### src/rtl/spi_mem_ctrl_if.sv
// Signal bundle between an SPI master, the spi_mem_ctrl slave front end and the
// 8x128 data memory port it drives.
interface spi_mem_ctrl_if #(
  parameter int ADDR_W = 7,
  parameter int DATA_W = 8
);
  logic              sclk;
  logic              cs_n;
  logic              mosi;
  logic              miso;
  logic              miso_oe;
  logic [ADDR_W-1:0] mem_addr;
  logic              mem_wren;
  logic [DATA_W-1:0] mem_din;
  logic [DATA_W-1:0] mem_dout;
  logic              frame_done;

  modport slave (
    input  sclk, cs_n, mosi, mem_dout,
    output miso, miso_oe, mem_addr, mem_wren, mem_din, frame_done
  );

  modport master (
    output sclk, cs_n, mosi, mem_dout,
    input  miso, miso_oe, mem_addr, mem_wren, mem_din, frame_done
  );
endinterface

### src/rtl/spi_mem_ctrl.sv
// SPI mode-0 slave that turns 16-bit frames (7-bit address, R/W, data byte)
// into single read or write accesses on a synchronous data memory port.
module spi_mem_ctrl #(
  parameter int ADDR_W      = 7,
  parameter int DATA_W      = 8,
  parameter int SYNC_STAGES = 2,
  parameter int MEM_RD_LAT  = 1
) (
  input  logic          clk,
  input  logic          rst_n,
  spi_mem_ctrl_if.slave bus
);

  localparam int CMD_W  = ADDR_W + 1;
  localparam int SR_W   = (ADDR_W > DATA_W - 1) ? ADDR_W : DATA_W - 1;
  localparam int CNT_W  = $clog2(((CMD_W > DATA_W) ? CMD_W : DATA_W) + 1);
  localparam int WAIT_W = (MEM_RD_LAT > 1) ? $clog2(MEM_RD_LAT) : 1;

  typedef enum logic [2:0] {
    IDLE, GET_CMD, RD_WAIT, RD_LOAD, SEND, GET_DATA, WRITE, DONE
  } state_e;

  state_e                 state_q,      state_d;
  logic [SYNC_STAGES-1:0] sclk_sync_q,  sclk_sync_d;
  logic [SYNC_STAGES-1:0] cs_sync_q,    cs_sync_d;
  logic [SYNC_STAGES-1:0] mosi_sync_q,  mosi_sync_d;
  logic                   sclk_prev_q,  sclk_prev_d;
  logic [CNT_W-1:0]       bit_cnt_q,    bit_cnt_d;
  logic [WAIT_W-1:0]      wait_cnt_q,   wait_cnt_d;
  logic [SR_W-1:0]        rx_q,         rx_d;
  logic [DATA_W-1:0]      tx_q,         tx_d;
  logic                   miso_q,       miso_d;
  logic                   miso_oe_q,    miso_oe_d;
  logic [ADDR_W-1:0]      mem_addr_q,   mem_addr_d;
  logic                   mem_wren_q,   mem_wren_d;
  logic [DATA_W-1:0]      mem_din_q,    mem_din_d;
  logic                   frame_done_q, frame_done_d;

  logic sclk_s, cs_s, mosi_s, sclk_rise, sclk_fall;

  assign sclk_s    = sclk_sync_q[SYNC_STAGES-1];
  assign cs_s      = cs_sync_q[SYNC_STAGES-1];
  assign mosi_s    = mosi_sync_q[SYNC_STAGES-1];
  assign sclk_rise =  sclk_s & ~sclk_prev_q;
  assign sclk_fall = ~sclk_s &  sclk_prev_q;

  always_comb begin
    // NOTE: every variable gets a default first so no path leaves one unassigned,
    // which would otherwise infer a latch.
    state_d      = state_q;
    sclk_sync_d  = {sclk_sync_q[SYNC_STAGES-2:0], bus.sclk};
    cs_sync_d    = {cs_sync_q[SYNC_STAGES-2:0],   bus.cs_n};
    mosi_sync_d  = {mosi_sync_q[SYNC_STAGES-2:0], bus.mosi};
    sclk_prev_d  = sclk_s;
    bit_cnt_d    = bit_cnt_q;
    wait_cnt_d   = wait_cnt_q;
    rx_d         = rx_q;
    tx_d         = tx_q;
    miso_d       = miso_q;
    miso_oe_d    = miso_oe_q;
    mem_addr_d   = mem_addr_q;
    mem_din_d    = mem_din_q;
    mem_wren_d   = 1'b0;
    frame_done_d = 1'b0;

    // Deselect wins over everything: a partial frame is simply abandoned.
    if (cs_s) begin
      state_d   = IDLE;
      bit_cnt_d = '0;
      miso_d    = 1'b0;
      miso_oe_d = 1'b0;
    end else begin
      unique case (state_q)
        IDLE: begin
          bit_cnt_d = '0;
          state_d   = GET_CMD;
        end
        GET_CMD: if (sclk_rise) begin
          rx_d      = {rx_q[SR_W-2:0], mosi_s};
          bit_cnt_d = bit_cnt_q + 1'b1;
          if (bit_cnt_q == CNT_W'(CMD_W - 1)) begin
            mem_addr_d = rx_q[ADDR_W-1:0];
            bit_cnt_d  = '0;
            wait_cnt_d = '0;
            state_d    = mosi_s ? RD_WAIT : GET_DATA;
          end
        end
        RD_WAIT: begin
          if (wait_cnt_q == WAIT_W'(MEM_RD_LAT - 1)) state_d = RD_LOAD;
          else                                       wait_cnt_d = wait_cnt_q + 1'b1;
        end
        RD_LOAD: begin
          tx_d      = bus.mem_dout;
          miso_oe_d = 1'b1;
          state_d   = SEND;
        end
        SEND: begin
          if (sclk_fall && bit_cnt_q != CNT_W'(DATA_W)) begin
            miso_d    = tx_q[DATA_W-1];
            tx_d      = {tx_q[DATA_W-2:0], 1'b0};
            bit_cnt_d = bit_cnt_q + 1'b1;
          end else if (sclk_rise && bit_cnt_q == CNT_W'(DATA_W)) begin
            // Master has sampled the last bit on this (16th) rise.
            miso_d       = 1'b0;
            miso_oe_d    = 1'b0;
            frame_done_d = 1'b1;
            state_d      = DONE;
          end
        end
        GET_DATA: if (sclk_rise) begin
          rx_d      = {rx_q[SR_W-2:0], mosi_s};
          bit_cnt_d = bit_cnt_q + 1'b1;
          if (bit_cnt_q == CNT_W'(DATA_W - 1)) begin
            mem_din_d    = {rx_q[DATA_W-2:0], mosi_s};
            mem_wren_d   = 1'b1;
            frame_done_d = 1'b1;
            state_d      = WRITE;
          end
        end
        WRITE:   state_d = DONE;
        DONE:    state_d = DONE;
        default: state_d = IDLE;
      endcase
    end
  end

  always_ff @(posedge clk or negedge rst_n) begin
    if (!rst_n) begin
      state_q      <= IDLE;
      sclk_sync_q  <= '0;
      cs_sync_q    <= '0;
      mosi_sync_q  <= '0;
      sclk_prev_q  <= 1'b0;
      bit_cnt_q    <= '0;
      wait_cnt_q   <= '0;
      rx_q         <= '0;
      tx_q         <= '0;
      miso_q       <= 1'b0;
      miso_oe_q    <= 1'b0;
      mem_addr_q   <= '0;
      mem_wren_q   <= 1'b0;
      mem_din_q    <= '0;
      frame_done_q <= 1'b0;
    end else begin
      // NOTE: non-blocking assignments so every flop samples pre-edge values,
      // independent of statement order.
      state_q      <= state_d;
      sclk_sync_q  <= sclk_sync_d;
      cs_sync_q    <= cs_sync_d;
      mosi_sync_q  <= mosi_sync_d;
      sclk_prev_q  <= sclk_prev_d;
      bit_cnt_q    <= bit_cnt_d;
      wait_cnt_q   <= wait_cnt_d;
      rx_q         <= rx_d;
      tx_q         <= tx_d;
      miso_q       <= miso_d;
      miso_oe_q    <= miso_oe_d;
      mem_addr_q   <= mem_addr_d;
      mem_wren_q   <= mem_wren_d;
      mem_din_q    <= mem_din_d;
      frame_done_q <= frame_done_d;
    end
  end

  assign bus.miso       = miso_q;
  assign bus.miso_oe    = miso_oe_q;
  assign bus.mem_addr   = mem_addr_q;
  assign bus.mem_wren   = mem_wren_q;
  assign bus.mem_din    = mem_din_q;
  assign bus.frame_done = frame_done_q;

endmodule

### src/flat_wrapper.sv
// flat-port wrapper written by rule: the top's interface ports become plain ports
module spi_mem_ctrl_flat 
#(
  parameter int ADDR_W      = 7,
  parameter int DATA_W      = 8,
  parameter int SYNC_STAGES = 2,
  parameter int MEM_RD_LAT  = 1
)
  (clk, rst_n, bus_sclk, bus_cs_n, bus_mosi, bus_mem_dout, bus_miso, bus_miso_oe, bus_mem_addr, bus_mem_wren, bus_mem_din, bus_frame_done);
  spi_mem_ctrl_if #(.ADDR_W(ADDR_W), .DATA_W(DATA_W)) bus_i ();
  input  logic clk;
  input  logic rst_n;
  input wire logic [$bits(bus_i.sclk)-1:0] bus_sclk;
  input wire logic [$bits(bus_i.cs_n)-1:0] bus_cs_n;
  input wire logic [$bits(bus_i.mosi)-1:0] bus_mosi;
  input wire logic [$bits(bus_i.mem_dout)-1:0] bus_mem_dout;
  output wire logic [$bits(bus_i.miso)-1:0] bus_miso;
  output wire logic [$bits(bus_i.miso_oe)-1:0] bus_miso_oe;
  output wire logic [$bits(bus_i.mem_addr)-1:0] bus_mem_addr;
  output wire logic [$bits(bus_i.mem_wren)-1:0] bus_mem_wren;
  output wire logic [$bits(bus_i.mem_din)-1:0] bus_mem_din;
  output wire logic [$bits(bus_i.frame_done)-1:0] bus_frame_done;
  assign bus_i.sclk = bus_sclk;
  assign bus_i.cs_n = bus_cs_n;
  assign bus_i.mosi = bus_mosi;
  assign bus_i.mem_dout = bus_mem_dout;
  assign bus_miso = bus_i.miso;
  assign bus_miso_oe = bus_i.miso_oe;
  assign bus_mem_addr = bus_i.mem_addr;
  assign bus_mem_wren = bus_i.mem_wren;
  assign bus_mem_din = bus_i.mem_din;
  assign bus_frame_done = bus_i.frame_done;
  spi_mem_ctrl #(.ADDR_W(ADDR_W), .DATA_W(DATA_W), .SYNC_STAGES(SYNC_STAGES), .MEM_RD_LAT(MEM_RD_LAT)) u_core (.clk(clk), .rst_n(rst_n), .bus(bus_i));
endmodule
### config.mk
export PLATFORM = sky130hd
export DESIGN_NAME = spi_mem_ctrl_flat
export DESIGN_NICKNAME = d
export VERILOG_FILES = /design/src/rtl/spi_mem_ctrl_if.sv /design/src/rtl/spi_mem_ctrl.sv /design/src/flat_wrapper.sv
export SDC_FILE = /design/constraint.sdc
export NUM_CORES = 1
export LEC_CHECK = 0
export ABC_AREA = 1
export CORE_ASPECT_RATIO = 1.1
export CORE_MARGIN = 3
export CORE_UTILIZATION = 36
export DETAILED_ROUTE_END_ITERATION = 10
export PLACE_DENSITY = 0.58
export RECOVER_POWER = 100
export SLEW_MARGIN = 40
export SYNTH_ARGS = -nofsm -noshare
export SYNTH_HDL_FRONTEND = slang
export SYNTH_SLANG_ARGS = --single-unit
### constraint.sdc
create_clock -name clk -period 1.8 [get_ports clk]
set_input_delay 0.45 -clock clk [delete_from_list [all_inputs] [get_ports clk]]
set_output_delay 0.45 -clock clk [all_outputs]
set_load 0.05 [all_outputs]
==> results.json, run 1 <==
{
  "status": "complete, no violations",
  "startpoint": "u_core.bus.mem_din[0]$_DFFE_PN0P_",
  "fp.dieW_um": 82.7,
  "arrival_ns": 1.15,
  "final_max_slew_viol_count": 0,
  "peakVddDrop_v": 0.000488,
  "core-area_um2": 6230,
  "path_clk_slew_ns": 0.09,
  "dp_slack_ns": 0.305,
  "syn_nets": 265,
  "synth_area_um2": 2330,
  "max_slew_margin_pct": 21.6,
  "final_common_cell": "nand2_1",
  "fin_ws_ns": 0.196,
  "n_antenna_cell": 0,
  "grt_max_degree": 49,
  "ios": 32,
  "vias": 1662,
  "final_layout_size_suffix_gt1_share_pct": 15.9,
  "critPathTopFamily": "buffers and inverters",
  "period_needed_ns": 1.60,
  "routed_wl_um": 4530,
  "clock_latency_ns": 0.30,
  "yosys_warnings": 0,
  "synth_cell_type_count": 26,
  "h-tree-depth": 2,
  "dr.pass1.iters": 4,
  "cp-endpoint": "bus_mem_din[0]",
  "root_buffer": "clkbuf_8",
  "worstSetupPathType": "flip-flop to output port",
  "grt_pass1_vias": 1648,
  "antenna_left": 0,
  "drt_iter0_drc": 130,
  "seq_area_frac_synth_pct": 51.6,
  "yosys.area.top_type_share_pct": 51.6,
  "critical_path_buf_inv_count": 1,
  "overflow": 0,
  "antenna_found_initial": 0,
  "post_cts_resized": 0,
  "r2r_start": "u_core.bit_cnt_q[0]$_DFFE_PN0P_",
  "fin_crit_sh_pct": 89.1,
  "ctsHoldBuffers": 0,
  "place_congestion": 0.801,
  "worst_r2r_endpoint": "u_core.bit_cnt_q[0]$_DFFE_PN0P_",
  "setup_viol": 0,
  "worst-path-max-fanout": 2,
  "remaining_drc_errors": 0,
  "fin_skew_ns": 0.00366,
  "grt_usage_pct": 13.5,
  "cts_buffers": 5,
  "cp.depth": 1,
  "synth_seq_cells": 48,
  "r2r_cells": 8,
  "fin_util_pct": 41.8,
  "required_ns": 1.35,
  "min_path_type": "flip-flop to flip-flop",
  "postCtsSetupRepairBufs": 0,
  "ys_top_cells_by_area": "dfrtp_1 (52%), nand2_1 (12%), nand3_1 (4.1%)",
  "dieArea_um2": 7470,
  "cts_tree": "done",
  "worst-r2r-setup-slack_ns": 0.23,
  "fin_tns_setup_ns": 0,
  "total_power_mw": 3.13,
  "syn_to_final_growth_pct": 11.7,
  "p_leak_nw": 1.26,
  "die_y_um": 90.4,
  "crit_path_max_incr_delay_ns": 0.48,
  "worstPathCellList": "clkbuf_1",
  "max_cap_violations": 0,
  "final_area_um2": 2600,
  "hold_viol_final": 0,
  "grt_pass1_wl_um": 7940,
  "power_density_nw_per_um2": 1200,
  "start_util_pct": 37.4,
  "syn_inst": 250,
  "postSynthAreaPerCell_um2": 9.32,
  "end_kind": "output port",
  "mostFrequentLayoutCells": "nand2_1 (86), dfrtp_1 (48), nand3_1 (19)",
  "num_rows": 30,
  "viasPerCell": 4.58,
  "cts_buffer_depth": 2,
  "cp-start-kind": "flip-flop",
  "place_area_um2": 2630,
  "place_hpwl_um": 3220,
  "cts.sinks": 48,
  "port_buffers": 31,
  "synth.largest_area_cell": "dfrtp_1",
  "fin_nets": 297,
  "critPathSlowestCell": "clkbuf_1",
  "worst_slew_pin_slew_ns": 1.18,
  "rsz0062_at_grt": "false",
  "max_freq_mhz": 623,
  "wl_per_cell_um": 12.5
}
==> how the worst min path moves through the flow <==
stage | slack [ns] | endpoint | cells after the start | from
after global placement | 0.33 | u_core.cs_sync_q[1]$_DFF_PN0_ | 0 | u_core.cs_sync_q[0]$_DFF_PN0_
after global routing | 0.36 | u_core.sclk_sync_q[1]$_DFF_PN0_ | 0 | u_core.sclk_sync_q[0]$_DFF_PN0_
after floorplan | 0.15 | u_core.bit_cnt_q[0]$_DFFE_PN0P_ | 0 | rst_n
final | 0.36 | u_core.sclk_sync_q[1]$_DFF_PN0_ | 0 | u_core.sclk_sync_q[0]$_DFF_PN0_
after detailed placement | 0.34 | u_core.sclk_sync_q[1]$_DFF_PN0_ | 0 | u_core.sclk_sync_q[0]$_DFF_PN0_
after CTS | 0.11 | u_core.bus.mem_addr[5]$_DFFE_PN0P_ | 2 | rst_n
==> state kept, by name, summed over array words and instances, names as in the netlist <==
name,flops
u_core.bus.miso_oe,1
u_core.bus.frame_done,1
u_core.state_q,3
u_core.cs_sync_q,2
u_core.bus.mem_wren,1
u_core.bit_cnt_q,4
u_core.bus.miso,1
u_core.bus.mem_addr,7
u_core.bus.mem_din,8
u_core.mosi_sync_q,2
u_core.rx_q,7
u_core.sclk_prev_q,1
u_core.tx_q,8
u_core.sclk_sync_q,2
==> stage by stage <==
stage                     hold slack, ns  cells
after floorplan                    0.154    250
after detailed placement           0.339    355
after CTS                          0.115    363
after global placement             0.335    355
final                              0.356    363
after global routing               0.362    363
==> where the power goes <==
group	switching (mW)	internal [mW]	total (mW)
Sequential	0.186	1.26	1.45
Combinational	0.587	0.281	0.868
Clock	0.388	0.419	0.807
==> worst reg2reg max path, cell delays in order (launching register included) <==
cell     delay, ns
dfrtp_1       0.41
inv_1         0.08
ha_1          0.21
nand3_1       0.08
nand2_1       0.09
nand2_2       0.25
nand2_1       0.18
nand3_1       0.10
nand2_1       0.06
==> layout make-up <==
cell class                      count  area [µm²]
Inverter                           20        90.1
Sequential cell                    48        1200
Clock inverter                      3        46.3
Fill cell                         668        3630
Tap cell                           80         100
Timing Repair Buffer               34         214
Clock buffer                        5        68.8
Multi-Input combinational cell    173         882
==> cell usage after synthesis <==
master / instances
nor2_1: 10
o21ai_1: 16
inv_12: 1
nand3b_1: 1
nor2_8: 2
inv_2: 5
nand2_4: 5
nand3_4: 3
buf_6: 4
inv_1: 13
buf_4: 3
buf_12: 1
nand2_1: 77
o21ai_2: 8
a21oi_1: 6
nor2_4: 1
o21ai_0: 3
nand4_1: 6
ha_1: 2
nand3_1: 19
nand3_2: 2
dfrtp_1: 48
nand2_2: 11
nor3_2: 1
inv_4: 1
buf_2: 1
==> per-layer routing <==
metal  share of wire, %  wire length (µm)  track usage (%)  vias to the layer above
met3                4.3               197             3.39                        3
li1                   -                 -                -                      865
met4               0.88                40             3.68                        0
met1                 48              2200             19.1                      760
met5                  0                 0                0                        -
met2                 46              2100             20.4                       34
==> logic make-up (layout without fill, tap and decap cells) <==
logic type	after synthesis	after routing	share of synthesized area (%)
adder cells (fa/ha/maj)	2	2	1.07
flip-flops	48	48	51.6
buffers and inverters	29	62	7.84
AND/OR/NAND/NOR	138	138	31.1
AO/OA/AOI/OAI	33	33	8.38
Power figures use the tool's default switching activity.
==> run 2: changes to the inputs <==
--- a/config.mk
+++ b/config.mk
@@ -12,6 +12,7 @@
 export DETAILED_ROUTE_END_ITERATION = 10
 export PLACE_DENSITY = 0.58
 export RECOVER_POWER = 100
+export SKIP_CTS_REPAIR_TIMING = 1
 export SLEW_MARGIN = 40
 export SYNTH_ARGS = -nofsm -noshare
 export SYNTH_HDL_FRONTEND = slang
==> results of run 2 <==
Same layout as run 1: the final DEF is identical, and so are final timing and power.
==> run 3: changes to the inputs <==
--- a/config.mk
+++ b/config.mk
@@ -6,11 +6,11 @@
 export NUM_CORES = 1
 export LEC_CHECK = 0
 export ABC_AREA = 1
-export CORE_ASPECT_RATIO = 1.1
+export CORE_ASPECT_RATIO = 0.7
 export CORE_MARGIN = 3
-export CORE_UTILIZATION = 36
+export CORE_UTILIZATION = 38
 export DETAILED_ROUTE_END_ITERATION = 10
-export PLACE_DENSITY = 0.58
+export PLACE_DENSITY = 0.61
 export RECOVER_POWER = 100
 export SKIP_CTS_REPAIR_TIMING = 1
 export SLEW_MARGIN = 40
==> run 3 against run 2 <==
  * Clock skew is 0.00059 ns higher
  * Critical endpoint is now u_core.bit_cnt_q[2]$_DFFE_PN0P_
  * Register-to-register slack worse by 0.05 ns
  * Sequential share of layout area up 0.089 points
  * Combinational power is 5.8% higher
  * Die area decreased by 4.7%
  * Core utilization up 2.9 points
  * Critical path depth up 6
  * Clock-buffer cell count up 1
  * Flip-flop and latch count stayed put
  * First-iteration DRC count decreased by 46%
  * Total power is 2.4% lower
  * Final cell count is 1.1% lower
==> results.json, run 3 (synthesized netlist as in run 1, its figures left out) <==
{
  "status": "complete, no violations",
  "cts_buffers": 5,
  "clock_latency_ns": 0.30,
  "viasPerCell": 4.72,
  "hp-start": "u_core.cs_sync_q[0]$_DFF_PN0_",
  "wl_per_cell_um": 12.3,
  "crit_top_cell": "nand2_1",
  "ios": 32,
  "port_buffers": 31,
  "vias": 1694,
  "routed_wl_um": 4410,
  "h-tree-depth": 2,
  "root_buffer": "clkbuf_8",
  "overflow": 0,
  "die_y_um": 71.5,
  "final_layout_size_suffix_gt1_share_pct": 16.2,
  "path_clk_slew_ns": 0.09,
  "worstSetupPathType": "flip-flop to flip-flop",
  "drt_iter0_drc": 70,
  "fin_crit_sh_pct": 89.9,
  "r2r_start": "u_core.state_q[1]$_DFFE_PN0P_",
  "crit_path_max_incr_delay_ns": 0.50,
  "place_congestion": 0.842,
  "fin_nets": 298,
  "end_kind": "flip-flop",
  "rsz0062_at_grt": "false",
  "max_freq_mhz": 618,
  "grt_max_degree": 49,
  "hold_viol_final": 0,
  "final_max_slew_viol_count": 0,
  "setup_viol": 0,
  "cp-start-kind": "flip-flop",
  "place_hpwl_um": 3200,
  "n_antenna_cell": 0,
  "cts_buffer_depth": 2,
  "antenna_found_initial": 0,
  "fin_tns_setup_ns": 0,
  "startpoint": "u_core.state_q[1]$_DFFE_PN0P_",
  "period_needed_ns": 1.62,
  "p_leak_nw": 1.22,
  "grt_usage_pct": 13.8,
  "syn_to_final_growth_pct": 11.5,
  "required_ns": 2.04,
  "max_slew_margin_pct": 23.2,
  "final_common_cell": "nand2_1",
  "mostFrequentLayoutCells": "nand2_1 (79), dfrtp_1 (48), nand3_1 (19), clkbuf_1 (19), o21ai_0 (15)",
  "worstPathCellList": "inv_4 > nand2_4 > nor2_4 > nand2_2 > nand2_1 > nand3_1 > nand2_1",
  "remaining_drc_errors": 0,
  "min_path_type": "flip-flop to flip-flop",
  "power_density_nw_per_um2": 1170,
  "fin_skew_ns": 0.00425,
  "start_util_pct": 40.1,
  "peakVddDrop_v": 0.000402,
  "antenna_left": 0,
  "final_area_um2": 2600,
  "core-area_um2": 5810,
  "place_area_um2": 2630,
  "grt_pass1_wl_um": 7850,
  "arrival_ns": 1.86,
  "max_cap_violations": 0,
  "fp.dieW_um": 99.6,
  "cts.sinks": 48,
  "num_rows": 23,
  "cts_tree": "done",
  "worst_slew_pin_slew_ns": 1.15,
  "worst-path-max-fanout": 13,
  "critPathSlowestCell": "dfrtp_1",
  "nFillCells": 593,
  "dieArea_um2": 7120,
  "grt_pass1_vias": 1627,
  "dr.pass1.iters": 4
}
run 3: area by class of cell:
cell class              count  area (µm²)  share of cell area [%]
clock buffers               6        82.6                    3.18
clock inverters             2        15.0                   0.578
inverters                  20        90.1                    3.47
multi-input cells         173         901                    34.7
flip-flops and latches     48        1200                    46.2
well taps                  75        93.8                    3.61
repair buffers             35         214                    8.24
run 3: per-layer routing:
metal	GRT usage, %	vias up	wire length [µm]
met5	0	-	0
met2	19.0	38	1740
met4	5.15	0	62
met1	21.4	779	2390
li1	-	872	-
met3	2.72	5	219
run 3: stage by stage:
| stage | power [mW] | worst slack [ns] | cells | hold slack (ns) | util, % |
|---|---|---|---|---|---|
| CTS | 3.15 | 0.266 | 359 | 0.122 | 46.9 |
| detailed placement | 2.45 | 0.279 | 351 | 0.335 | 45.3 |
| finish | 3.05 | 0.182 | 359 | 0.354 | 44.7 |
| global placement | 2.44 | 0.301 | 351 | 0.334 | 45.3 |
| global route | 3.31 | 0.0549 | 359 | 0.364 | 44.7 |
| floorplan | 2.25 | 0.434 | 250 | 0.154 | - |
run 3: where the power goes:
part	internal, mW	switching (mW)
sequential	1.26	0.190
clock	0.311	0.367
combinational	0.309	0.610
total	1.88	1.17
run 3: worst paths after layout:
| check | end | slack [ns] | depth (start not counted) |
|---|---|---|---|
| max | u_core.bit_cnt_q[2]$_DFFE_PN0P_ | 0.18 | 7 |
| min | u_core.cs_sync_q[1]$_DFF_PN0_ | 0.35 | 0 |
| max reg2reg | u_core.bit_cnt_q[2]$_DFFE_PN0P_ | 0.18 | 7 |
| min reg2reg | u_core.cs_sync_q[1]$_DFF_PN0_ | 0.35 | 0 |
| max in group asynchronous | u_core.sclk_sync_q[0]$_DFF_PN0_ | 0.65 | 2 |
| min in group asynchronous | u_core.bus.mem_din[7]$_DFFE_PN0P_ | 0.45 | 2 |
run 3: worst max-delay path: cells and delay by family (launching register included):
kind,cells,cell delay (ns)
flip-flops,1,0.50
AND/OR/NAND/NOR,6,0.91
buffers and inverters,1,0.13
